File: config.mk
export PLATFORM = sky130hd
export DESIGN_NAME = popcount_binarize_pack
export DESIGN_NICKNAME = d
export VERILOG_FILES = /design/src/rtl/popcount_binarize_pack.sv
export SDC_FILE = /design/constraint.sdc
export NUM_CORES = 1
export LEC_CHECK = 0
export BUFFER_PORTS_ARGS = -buffer_cell sky130_fd_sc_hd__buf_2
export CAP_MARGIN = 30
export CORE_UTILIZATION = 45
export CTS_BUF_LIST = sky130_fd_sc_hd__clkbuf_16
export DETAILED_ROUTE_END_ITERATION = 10
export PLACE_DENSITY = 0.65
export SLEW_MARGIN = 10
export SYNTH_ARGS = -nofsm -noshare
export SYNTH_HDL_FRONTEND = slang
export SYNTH_SLANG_ARGS = --single-unit
File: constraint.sdc
create_clock -name iCLK -period 9.7 [get_ports iCLK]
set_input_delay 0.97 -clock iCLK [delete_from_list [all_inputs] [get_ports iCLK]]
set_output_delay 0.97 -clock iCLK [all_outputs]
set_load 0.005 [all_outputs]
File: src/rtl/popcount_binarize_pack.sv
// Accumulates per-word popcounts into a neuron dot product, thresholds it to a
// 1-bit activation, and packs NOUT activations LSB-first into an output word.
module popcount_binarize_pack #(
  parameter int WL     = 112,
  parameter int NWORDS = 4,
  parameter int NOUT   = 112,
  parameter int ACCW   = 16
) (
  input  logic                   iCLK,
  input  logic                   iRST,
  input  logic                   iEN,
  input  logic [10:0]            idata,
  input  logic signed [ACCW-1:0] iTHRESH,
  input  logic                   iFLUSH,
  output logic                   oACT,
  output logic                   oACT_EN,
  output logic [NOUT-1:0]        odata,
  output logic                   oEN
);

  localparam int WCW = (NWORDS > 1) ? $clog2(NWORDS) : 1;
  localparam int NCW = $clog2(NOUT + 1);

  typedef enum logic {S_IDLE, S_ACC} state_t;

  state_t           state;
  logic [ACCW-1:0]  acc;
  logic [WCW-1:0]   word_cnt;
  logic [NCW-1:0]   neu_cnt;
  logic [NOUT-1:0]  pack;

  logic                   last;
  logic [ACCW-1:0]        sum;
  logic signed [ACCW-1:0] dot;
  logic                   act;
  logic [NOUT-1:0]        pack_nxt;
  logic [NCW-1:0]         neu_nxt;
  logic                   emit;

  always_comb begin
    last     = iEN && ((NWORDS == 1) ||
                       (state == S_ACC && word_cnt == WCW'(NWORDS - 1)));
    sum      = acc + ACCW'(idata);
    dot      = $signed((sum << 1) - ACCW'(NWORDS * WL));
    act      = (dot >= iTHRESH);
    pack_nxt = pack;
    neu_nxt  = neu_cnt;
    if (last) begin
      pack_nxt[neu_cnt] = act;
      neu_nxt           = neu_cnt + NCW'(1);
    end
    // A completing iEN is folded in before the flush decision, so a flush on
    // the NOUT-th completion still yields a single full-word emit.
    emit = (neu_nxt == NCW'(NOUT)) || (iFLUSH && neu_nxt != '0);
  end

  always_ff @(posedge iCLK) begin
    if (iRST) begin
      state    <= S_IDLE;
      acc      <= '0;
      word_cnt <= '0;
      neu_cnt  <= '0;
      pack     <= '0;
      oACT     <= 1'b0;
      oACT_EN  <= 1'b0;
      odata    <= '0;
      oEN      <= 1'b0;
    end else begin
      oACT_EN <= 1'b0;
      oEN     <= 1'b0;

      if (last) begin
        oACT    <= act;
        oACT_EN <= 1'b1;
      end

      if (emit) begin
        odata   <= pack_nxt;
        oEN     <= 1'b1;
        pack    <= '0;
        neu_cnt <= '0;
      end else begin
        pack    <= pack_nxt;
        neu_cnt <= neu_nxt;
      end

      if (last || iFLUSH) begin
        state    <= S_IDLE;
        acc      <= '0;
        word_cnt <= '0;
      end else if (iEN) begin
        state    <= S_ACC;
        acc      <= sum;
        word_cnt <= word_cnt + WCW'(1);
      end
    end
  end

endmodule
==> reports/metrics.cfg, run 1 <==
[placed_design]
numPortBuffers = 145
finalWeightedCongestion = 0.798
place_inst = 1561
dp_slack_ns = 3.38
dp_hpwl_mm = 15.6

[timing]
fin_crit_sh = 0.596
finClkSkew_ns = 0.0130
final-setup-viol-count = 0
rsz0062_at_grt = no
period_needed_ns = 5.78
tightest_slew_ns = 0.944
relSlewSlack = 0.371
slew_violations = 0
hold_viol = 0
holdWs_ns = 0.464
max_freq_mhz = 173
fin_setup_tns_ns = 0
fin_ws_ns = 3.92

[routing]
wl_per_cell_um = 15.1
drc_errors = 0
drtAntennaViolNets = 0
drt-pass1-iter-count = 5
num_vias = 8259
vias_per_cell = 5.12
drt-total-wl_mm = 24.3
dr.first_iter.drc_count = 412

[cells_and_area]
drive_above_1_share = 0.164
final_common_cell = nor2_1
nFillCells = 2154
mostFrequentLayoutCells = 269 x nor2_1, 252 x dfxtp_1, 147 x buf_2
area_growth_pct = 16.6
fin_nets = 1343
final_cells = 1612
diodes = 0

[global_routing]
use_met2 = 0.330
busiest_layer = met2
antenna_found_initial = 0
grt_use_met3 = 0.0342
globalRouteMet1Util = 0.276
grt_pass1_wl_mm = 39.2
grt_max_degree = 226
first_global_vias = 7554
globalRouteTotalUtil = 0.202
overflow = 0

[clock_network]
clk_pin_slew_ns = 0.06
cts-resized-gates = 0
cts_setup_buffers = 0
clockBufferDepth = 3
cts_sinks = 252
cts_root_buffer = clkbuf_16
postCtsHoldBufs = 0
cts_buffers = 27
cts_tree = yes
clock_latency_ns = 0.53
cts.htree.levels = 1

[hold_path]
hold_class = register to register
hold_depth = 2

[yosys]
synth_edf_count = 0
syn_nets = 1232
seq_area_frac_synth = 0.481
yosys.area.top_type_share = 0.481
synth-seq-cells = 252
syn_inst = 1171
synth-async-reset-ratio = 0
synthTopCellsByArea = dfxtp_1 48%, mux2i_1 12%, nor2_1 9.7%
synth_cell_types = 56
yosysWarnings = 0
avgSynthCellArea_um2 = 8.96
synth_ff_type = dfxtp_1
yosys.area.top_type = dfxtp_1
synth_area_um2 = 10500

[die]
ios = 146
fp.dieH_um = 155
start_util = 0.461
die_x_um = 155
die_area_um2 = 23900
row_count = 55
core_area_um2 = 22800

[run]
max_cap_violations = 0

[worst_setup_path]
start_kind = input pin
worst-setup-path-type = input pin to register
crit_fanout = 59
cp-end-kind = register
worstPathRequired_ns = 10.13
cp.arrival_ns = 6.21
rr_worst_depth = 19

[pwr]
vdd_drop_max_v = 0.0000954
power.leakage_nw = 5.58
design_power_total_w = 0.00211
power_density_nw_per_um2 = 173

[run_status]
status = complete, no violations

state kept, by name, summed over array words and instances (netlist names):
signal	count
odata	112
pack	112
acc	15
neu_cnt	7
word_cnt	2
oACT	1
oACT_EN	1
oEN	1
state	1
area by class of cell:
class                           instances  area, um^2  area share
Sequential cell                       252        5040       0.412
Multi-Input combinational cell        811        5040       0.412
Timing Repair Buffer                  166         903      0.0738
Clock buffer                           27         676      0.0552
Tap cell                              313         392      0.0320
Inverter                               24        90.1     0.00736
Clock inverter                         19        88.8     0.00726
final timing paths:
kind / start / to / slack [ns]
max: idata[0] / odata[56]$_SDFFE_PP0P_ / 3.92
min: oACT$_SDFFE_PP0P_ / oACT$_SDFFE_PP0P_ / 0.46
max reg2reg: acc[0]$_SDFFE_PP0P_ / odata[56]$_SDFFE_PP0P_ / 4.17
min reg2reg: oACT$_SDFFE_PP0P_ / oACT$_SDFFE_PP0P_ / 0.46
routing by layer:
metal / vias to the layer above / part of all wire / routed length [um]
li1: 4228 / - / -
met1: 3841 / 0.47 / 11400
met2: 156 / 0.46 / 11300
met3: 34 / 0.052 / 1250
met4: 0 / 0.016 / 397
met5: - / 0 / 0
cells in the mapped netlist, types with 2 or more instances:
cell,number
a2111o_1,2
a2111oi_0,3
a211oi_1,113
a21o_1,4
a21oi_1,15
a31oi_1,4
and2_1,2
and3_1,5
buf_1,2
buf_2,33
buf_4,5
clkbuf_1,44
dfxtp_1,252
ha_1,29
inv_1,24
mux2i_1,124
nand2_1,131
nand2b_1,6
nand3_1,7
nand4_1,5
nor2_1,270
nor2b_1,6
nor3_1,14
nor4_1,2
o21a_1,5
o21ai_0,7
or3_1,4
xnor2_1,16
xor2_1,10
worst max-delay path: stages:
cell and delay (ns):
buf_2 0.10, ha_1 0.24, fa_1 0.42, a21o_1 0.21, a2111o_1 0.42, nand4_1 0.10
or3b_1 0.42, a21oi_1 0.18, nand4b_1 0.19, or4_1 0.45, nand4_1 0.12, ha_1 0.17
a211o_1 0.14, a31oi_1 0.05, mux2_2 0.29, a31oi_4 0.13, buf_4 0.50, buf_4 0.59
mux2i_1 0.19, a211oi_1 0.27
power by group:
| part | switching, W | leakage, nW | total, W | internal (W) |
|---|---|---|---|---|
| clock | 0.000397 | 0.407 | 0.000897 | 0.000500 |
| combinational | 0.000118 | 3.15 | 0.000175 | 0.0000574 |
| sequential | 0.00000189 | 2.03 | 0.00104 | 0.00104 |
cell families (layout without fill, tap and decap cells):
group           Yosys count  in the layout  synth area share
flops                   252            252             0.481
buf+inv                 108            236            0.0443
compound gates          164            164             0.115
simple gates            466            466             0.183
fa+ha+maj                30             30            0.0365
mux                     125            125             0.119
xor+xnor                 26             26            0.0217
metrics by stage:
stage / utilization / cell area (um^2)
after floorplan: - / 10500
after global placement: 0.501 / 11400
after detailed placement: 0.502 / 11400
after CTS: 0.535 / 12200
after global routing: 0.537 / 12200
final: 0.537 / 12200
(Power assumes the default switching activity.)
==> inputs of run 2 (changes only) <==
clock period = 5.6 ns   (was 9.7 ns; I/O delays follow)
==> run 2 against run 1 <==
Design area grew 1.0%. Register-to-register slack lost 3.5 ns. Clock power grew 94%. Count of clock-buffer cells in the layout is the same. Hold slack lost 0.031 ns. Wire length grew 4.6%. Power grew 83%. Sequential share of layout area shrank 0.42 points. Sequential cell count is the same. Combinational power grew 82%. Critical endpoint is now odata[50]$_SDFFE_PP0P_. Largest power group unchanged.
==> reports/metrics.cfg, run 2 (synthesized netlist as in run 1, its figures left out) <==
[global_routing]
overflow = 0  ; unchanged
grt_max_degree = 226  ; unchanged
globalRouteMet1Util = 0.284  ; +0.00721
use_met2 = 0.352  ; +0.0213
globalRouteTotalUtil = 0.211  ; +0.00884
antenna_found_initial = 1  ; +1
grt_use_met3 = 0.0305  ; -0.00364
busiest_layer = met2
grt_pass1_wl_mm = 40.9  ; +4.5%
first_global_vias = 7948  ; +5.2%

[cells_and_area]
area_growth_pct = 17.8
mostFrequentLayoutCells = 269 x nor2_1, 252 x dfxtp_1, 148 x buf_2
final_common_cell = nor2_1
drive_above_1_share = 0.168  ; +0.00449
top_regs = odata x112, pack x112, acc x15
fin_nets = 1342  ; -0.074%

[die]
die_area_um2 = 23900  ; unchanged
die_x_um = 155  ; unchanged
core_area_um2 = 22800  ; unchanged
ios = 146  ; unchanged
row_count = 55  ; unchanged
start_util = 0.461  ; unchanged
fp.dieH_um = 155  ; unchanged

[worst_setup_path]
r2r_end = odata[50]$_SDFFE_PP0P_
cp-end-kind = register
endpoint = odata[50]$_SDFFE_PP0P_
crit_fanout = 113  ; +92%
rr_startpoint = acc[0]$_SDFFE_PP0P_
rr_worst_depth = 17  ; -2
cp.arrival_ns = 5.37  ; -0.84 ns
worst-setup-path-type = register to register
start_kind = register
worstPathRequired_ns = 6.03  ; -4.10 ns
crit_start = acc[0]$_SDFFE_PP0P_
r2r_slack_ns = 0.67  ; -3.50 ns

[routing]
dr.first_iter.drc_count = 444  ; +7.8%
drc_errors = 0  ; unchanged
vias_per_cell = 5.19  ; +1.3%
wl_per_cell_um = 15.7  ; +4.4%
drt-pass1-iter-count = 5  ; unchanged
drtAntennaViolNets = 0  ; unchanged
drt-total-wl_mm = 25.4  ; +4.6%
num_vias = 8374  ; +1.4%

[clock_network]
cts_setup_buffers = 0  ; unchanged
clk_pin_slew_ns = 0.06  ; about the same
clockBufferDepth = 3  ; unchanged
cts.htree.levels = 1  ; unchanged
cts_buffers = 27  ; unchanged
clock_latency_ns = 0.53  ; about the same
cts_tree = yes
postCtsHoldBufs = 0  ; unchanged
cts-resized-gates = 0  ; unchanged
cts_sinks = 252  ; unchanged
cts_root_buffer = clkbuf_16

[timing]
fin_ws_ns = 0.666  ; -3.26 ns
slew_violations = 0  ; unchanged
final-setup-viol-count = 0  ; unchanged
fin_crit_sh = 0.881
hold_viol = 0  ; unchanged
fin_setup_tns_ns = 0  ; unchanged
tightest_slew_ns = 1.00  ; +0.0564 ns
rsz0062_at_grt = no
max_freq_mhz = 203
relSlewSlack = 0.333  ; -0.0376
finClkSkew_ns = 0.00619  ; -0.00682 ns
period_needed_ns = 4.93

[placed_design]
dp_hpwl_mm = 16.1  ; +2.9%
finalWeightedCongestion = 0.803  ; +0.64%
numPortBuffers = 145  ; unchanged
dp_slack_ns = 0.333  ; -3.05 ns

[pwr]
power_density_nw_per_um2 = 312  ; +81%
vdd_drop_max_v = 0.000204  ; +110%
power.leakage_nw = 5.62  ; +0.56%

[hold_path]
hold_class = input pin to register

[run_status]
status = complete, no violations

[run]
max_cap_violations = 0  ; unchanged

==> run 2: routing by layer <==
layer | wire (um) | share of wire | up-vias
li1 | - | - | 4221
met1 | 12000 | 0.47 | 3943
met2 | 11900 | 0.47 | 179
met3 | 1140 | 0.045 | 31
met4 | 376 | 0.015 | 0
met5 | 0 | 0 | -
==> run 2: report_power, final <==
part,switching [W],internal (W),leakage (nW)
clock,0.000723,0.00101,0.427
combinational,0.000212,0.000107,3.16
sequential,0.00000349,0.00180,2.03
total,0.000938,0.00292,5.62
==> run 2: critical path, stage by stage (launching register included) <==
cell and delay, ns:
dfxtp_1 0.32, ha_1 0.23, fa_1 0.42, a21o_1 0.21, a2111oi_0 0.51, xnor2_1 0.21
ha_1 0.29, a2111o_1 0.41, nor3_1 0.23, xnor2_1 0.10, ha_1 0.30, a211o_1 0.14
a31oi_1 0.05, mux2_2 0.29, a31oi_4 0.17, buf_12 0.37, mux2i_1 0.18, a211oi_1 0.30
==> run 2: stage by stage <==
stage / std cells / hold WS, ns / utilization / power (W) / cell area (um^2)
floorplan: 1171 / 0.453 / - / 0.00207 / 10500
global placement: 1558 / 0.473 / 0.502 / 0.00216 / 11400
detailed placement: 1565 / 0.482 / 0.505 / 0.00216 / 11500
CTS: 1613 / 0.414 / 0.543 / 0.00389 / 12400
global route: 1614 / 0.428 / 0.543 / 0.00400 / 12400
finish: 1614 / 0.433 / 0.543 / 0.00386 / 12400
==> run 2: worst min path at each step <==
stage / endpoint / start / slack (ns) / cells after the start
2_1_floorplan: oACT$_SDFFE_PP0P_ / oACT$_SDFFE_PP0P_ / 0.45 / 2
3_3_place_gp: pack[91]$_SDFF_PP0_ / pack[91]$_SDFF_PP0_ / 0.47 / 2
3_5_place_dp: pack[49]$_SDFF_PP0_ / pack[49]$_SDFF_PP0_ / 0.48 / 2
4_1_cts: oACT$_SDFFE_PP0P_ / iRST / 0.41 / 2
5_1_grt: oACT$_SDFFE_PP0P_ / iRST / 0.43 / 2
6_report: oACT$_SDFFE_PP0P_ / iRST / 0.43 / 2
==> run 2: area by class of cell <==
type	count	area [um^2]
fillers	2152	10400
flip-flops and latches	252	5040
multi-input cells	811	5040
repair buffers	165	933
clock buffers	27	676
well taps	313	392
clock inverters	21	181
inverters	24	90.1
diodes	1	2.50
==> inputs of run 3 (changes only) <==
ABC_AREA = 1   (was not set)
PLACE_DENSITY = not set   (was 0.65)
==> run 3 against run 2 <==
Critical path type unchanged. Largest power group unchanged. Design area rose by 7.5%. Sequential power barely moved. Count of clock-buffer cells in the layout rose by 1. Highest routed layer unchanged.
==> reports/metrics.cfg, run 3 <==
[cells_and_area]
diodes = 0  ; -1
fin_nets = 1716  ; +28%
top_regs = odata x112, pack x112, acc x15
drive_above_1_share = 0.225  ; +0.0562
final_common_cell = nand2_1
mostFrequentLayoutCells = 265 x nand2_1, 252 x dfxtp_1, 251 x nor2_1
area_growth_pct = 14.3

[run]
max_cap_violations = 0  ; unchanged

[global_routing]
globalRouteTotalUtil = 0.234  ; +0.0230
antenna_found_initial = 0  ; -1
first_global_vias = 9594  ; +21%
overflow = 0  ; unchanged
grt_max_degree = 74  ; -67%
grt_pass1_wl_mm = 50.3  ; +23%

[timing]
tightest_slew_ns = 1.00  ; -0.000721 ns
max_freq_mhz = 229  ; +13%
finClkSkew_ns = 0.0234  ; +0.0172 ns
fin_setup_tns_ns = 0  ; unchanged
final-setup-viol-count = 0  ; unchanged
hold_viol = 0  ; unchanged
relSlewSlack = 0.332  ; -0.00113
slew_violations = 0  ; unchanged
holdWs_ns = 0.247  ; -0.185 ns
period_needed_ns = 4.36  ; -0.570 ns
rsz0062_at_grt = no
fin_crit_sh = 0.779  ; -0.102

[worst_setup_path]
rr_worst_depth = 23  ; +6
worstPathRequired_ns = 6.07  ; +0.04 ns
start_kind = register
crit_fanout = 43  ; -62%
cp-end-kind = register
worst-setup-path-type = register to register
cp.arrival_ns = 4.83  ; -0.54 ns

[die]
start_util = 0.461  ; about the same
ios = 146  ; unchanged
die_area_um2 = 26500  ; +11%
fp.dieH_um = 163  ; +5.2%
row_count = 58  ; +5.5%
die_x_um = 163  ; +5.2%
core_area_um2 = 25300  ; +11%

[hold_path]
hold_class = input pin to register
hold_depth = 2  ; unchanged

[clock_network]
cts_buffers = 28  ; +3.7%
clk_pin_slew_ns = 0.06  ; about the same
cts_setup_buffers = 0  ; unchanged
cts_tree = yes
cts.htree.levels = 1  ; unchanged
cts_sinks = 252  ; unchanged
clockBufferDepth = 3  ; unchanged
cts_root_buffer = clkbuf_16
postCtsHoldBufs = 0  ; unchanged
cts-resized-gates = 0  ; unchanged
clock_latency_ns = 0.56  ; +0.03 ns

[yosys]
seq_area_frac_synth = 0.434  ; -0.0469
synthTopCellsByCount = 266 x nand2_1, 252 x dfxtp_1, 251 x nor2_1, 144 x nand3_1, 121 x nand4_1
syn_inst = 1566  ; +34%
yosysWarnings = 0  ; unchanged
yosys.area.top_type = dfxtp_1
synth_area_um2 = 11600  ; +11%
syn_nets = 1627  ; +32%
synthTopCellsByArea = dfxtp_1 43%, nand2_1 8.6%, nor2_1 8.1%
synth_ff_type = dfxtp_1
synth-async-reset-ratio = 0  ; unchanged
synth_edf_count = 0  ; unchanged
synth_cell_types = 33  ; -41%
avgSynthCellArea_um2 = 7.43  ; -17%
synth-seq-cells = 252  ; unchanged
synthMostInstantiatedCell = nand2_1
yosys.area.top_type_share = 0.434  ; -0.0469

[routing]
wl_per_cell_um = 15.6  ; -1.1%
drt-total-wl_mm = 31.2  ; +23%
drtAntennaViolNets = 0  ; unchanged
num_vias = 10600  ; +27%
vias_per_cell = 5.29  ; +1.9%
drc_errors = 0  ; unchanged
dr.first_iter.drc_count = 713  ; +61%
drt-pass1-iter-count = 5  ; unchanged

[pwr]
power.leakage_nw = 5.95  ; +5.9%
power_density_nw_per_um2 = 288  ; -7.8%
vdd_drop_max_v = 0.000239  ; +17%

[placed_design]
numPortBuffers = 145  ; unchanged
dp_hpwl_mm = 19.5  ; +21%
finalWeightedCongestion = 0.900  ; +12%

[run_status]
status = complete, no violations

run 3: cells by family after synthesis:
family	Yosys count	synth area share
AND/OR/NAND/NOR	932	0.377
flip-flops	252	0.434
buffers and inverters	192	0.0723
AO/OA/AOI/OAI	150	0.0769
adder cells (fa/ha/maj)	30	0.0329
XOR/XNOR	10	0.00753
run 3: critical path, stage by stage (launching register included):
cell,delay [ns]
dfxtp_1,0.31
ha_1,0.22
fa_1,0.43
nand2_1,0.10
nand3_1,0.12
nand3_1,0.11
nand2_1,0.05
nand2_1,0.05
nand2_1,0.08
ha_1,0.24
nand2_1,0.08
nand2_1,0.08
nor2_1,0.17
nand2_1,0.09
xor2_1,0.15
ha_1,0.27
nand4_1,0.11
a21oi_1,0.05
nor2_1,0.20
nand3_4,0.50
buf_4,0.46
nand3_1,0.13
nand2_1,0.10
o21ai_2,0.13
run 3: layout make-up:
cell class | instances | area (um^2)
fillers | 2528 | 12000
multi-input cells | 1122 | 5780
flip-flops and latches | 252 | 5040
repair buffers | 158 | 873
clock buffers | 28 | 701
well taps | 330 | 413
inverters | 93 | 350
clock inverters | 21 | 131
run 3: layer usage:
| metal | wire [um] | GRT usage | part of all wire | vias to the layer above |
|---|---|---|---|---|
| li1 | - | - | - | 5351 |
| met1 | 14600 | 0.324 | 0.47 | 4947 |
| met2 | 14400 | 0.386 | 0.46 | 258 |
| met3 | 1520 | 0.0257 | 0.049 | 42 |
| met4 | 665 | 0.0569 | 0.021 | 0 |
| met5 | 0 | 0 | 0 | - |
run 3: worst paths after layout:
kind                               to  slack [ns]                     start
min                oACT_EN$_SDFF_PP0_        0.25                      iRST
max reg2reg   odata[110]$_SDFFE_PP0P_        1.24       acc[0]$_SDFFE_PP0P_
min reg2reg  word_cnt[1]$_SDFFE_PP0P_        0.47  word_cnt[1]$_SDFFE_PP0P_
max           odata[110]$_SDFFE_PP0P_        1.24       acc[0]$_SDFFE_PP0P_
run 3: power breakdown:
group,internal (W),switching (W),total (W),leakage [nW]
clock,0.000948,0.000741,0.00169,0.429
sequential,0.00180,0.00000441,0.00180,2.03
combinational,0.0000938,0.000238,0.000332,3.49
run 3: metrics by stage:
step	util	std cells	instance area, um^2	total power, W	worst slack (ns)
finish	0.526	2004	13300	0.00382	1.24
global placement	0.493	1954	12400	0.00217	1.01
detailed placement	0.493	1954	12400	0.00217	0.927
global route	0.526	2004	13300	0.00397	0.818
CTS	0.526	2003	13300	0.00385	1.26
floorplan	-	1566	11600	0.00207	1.69
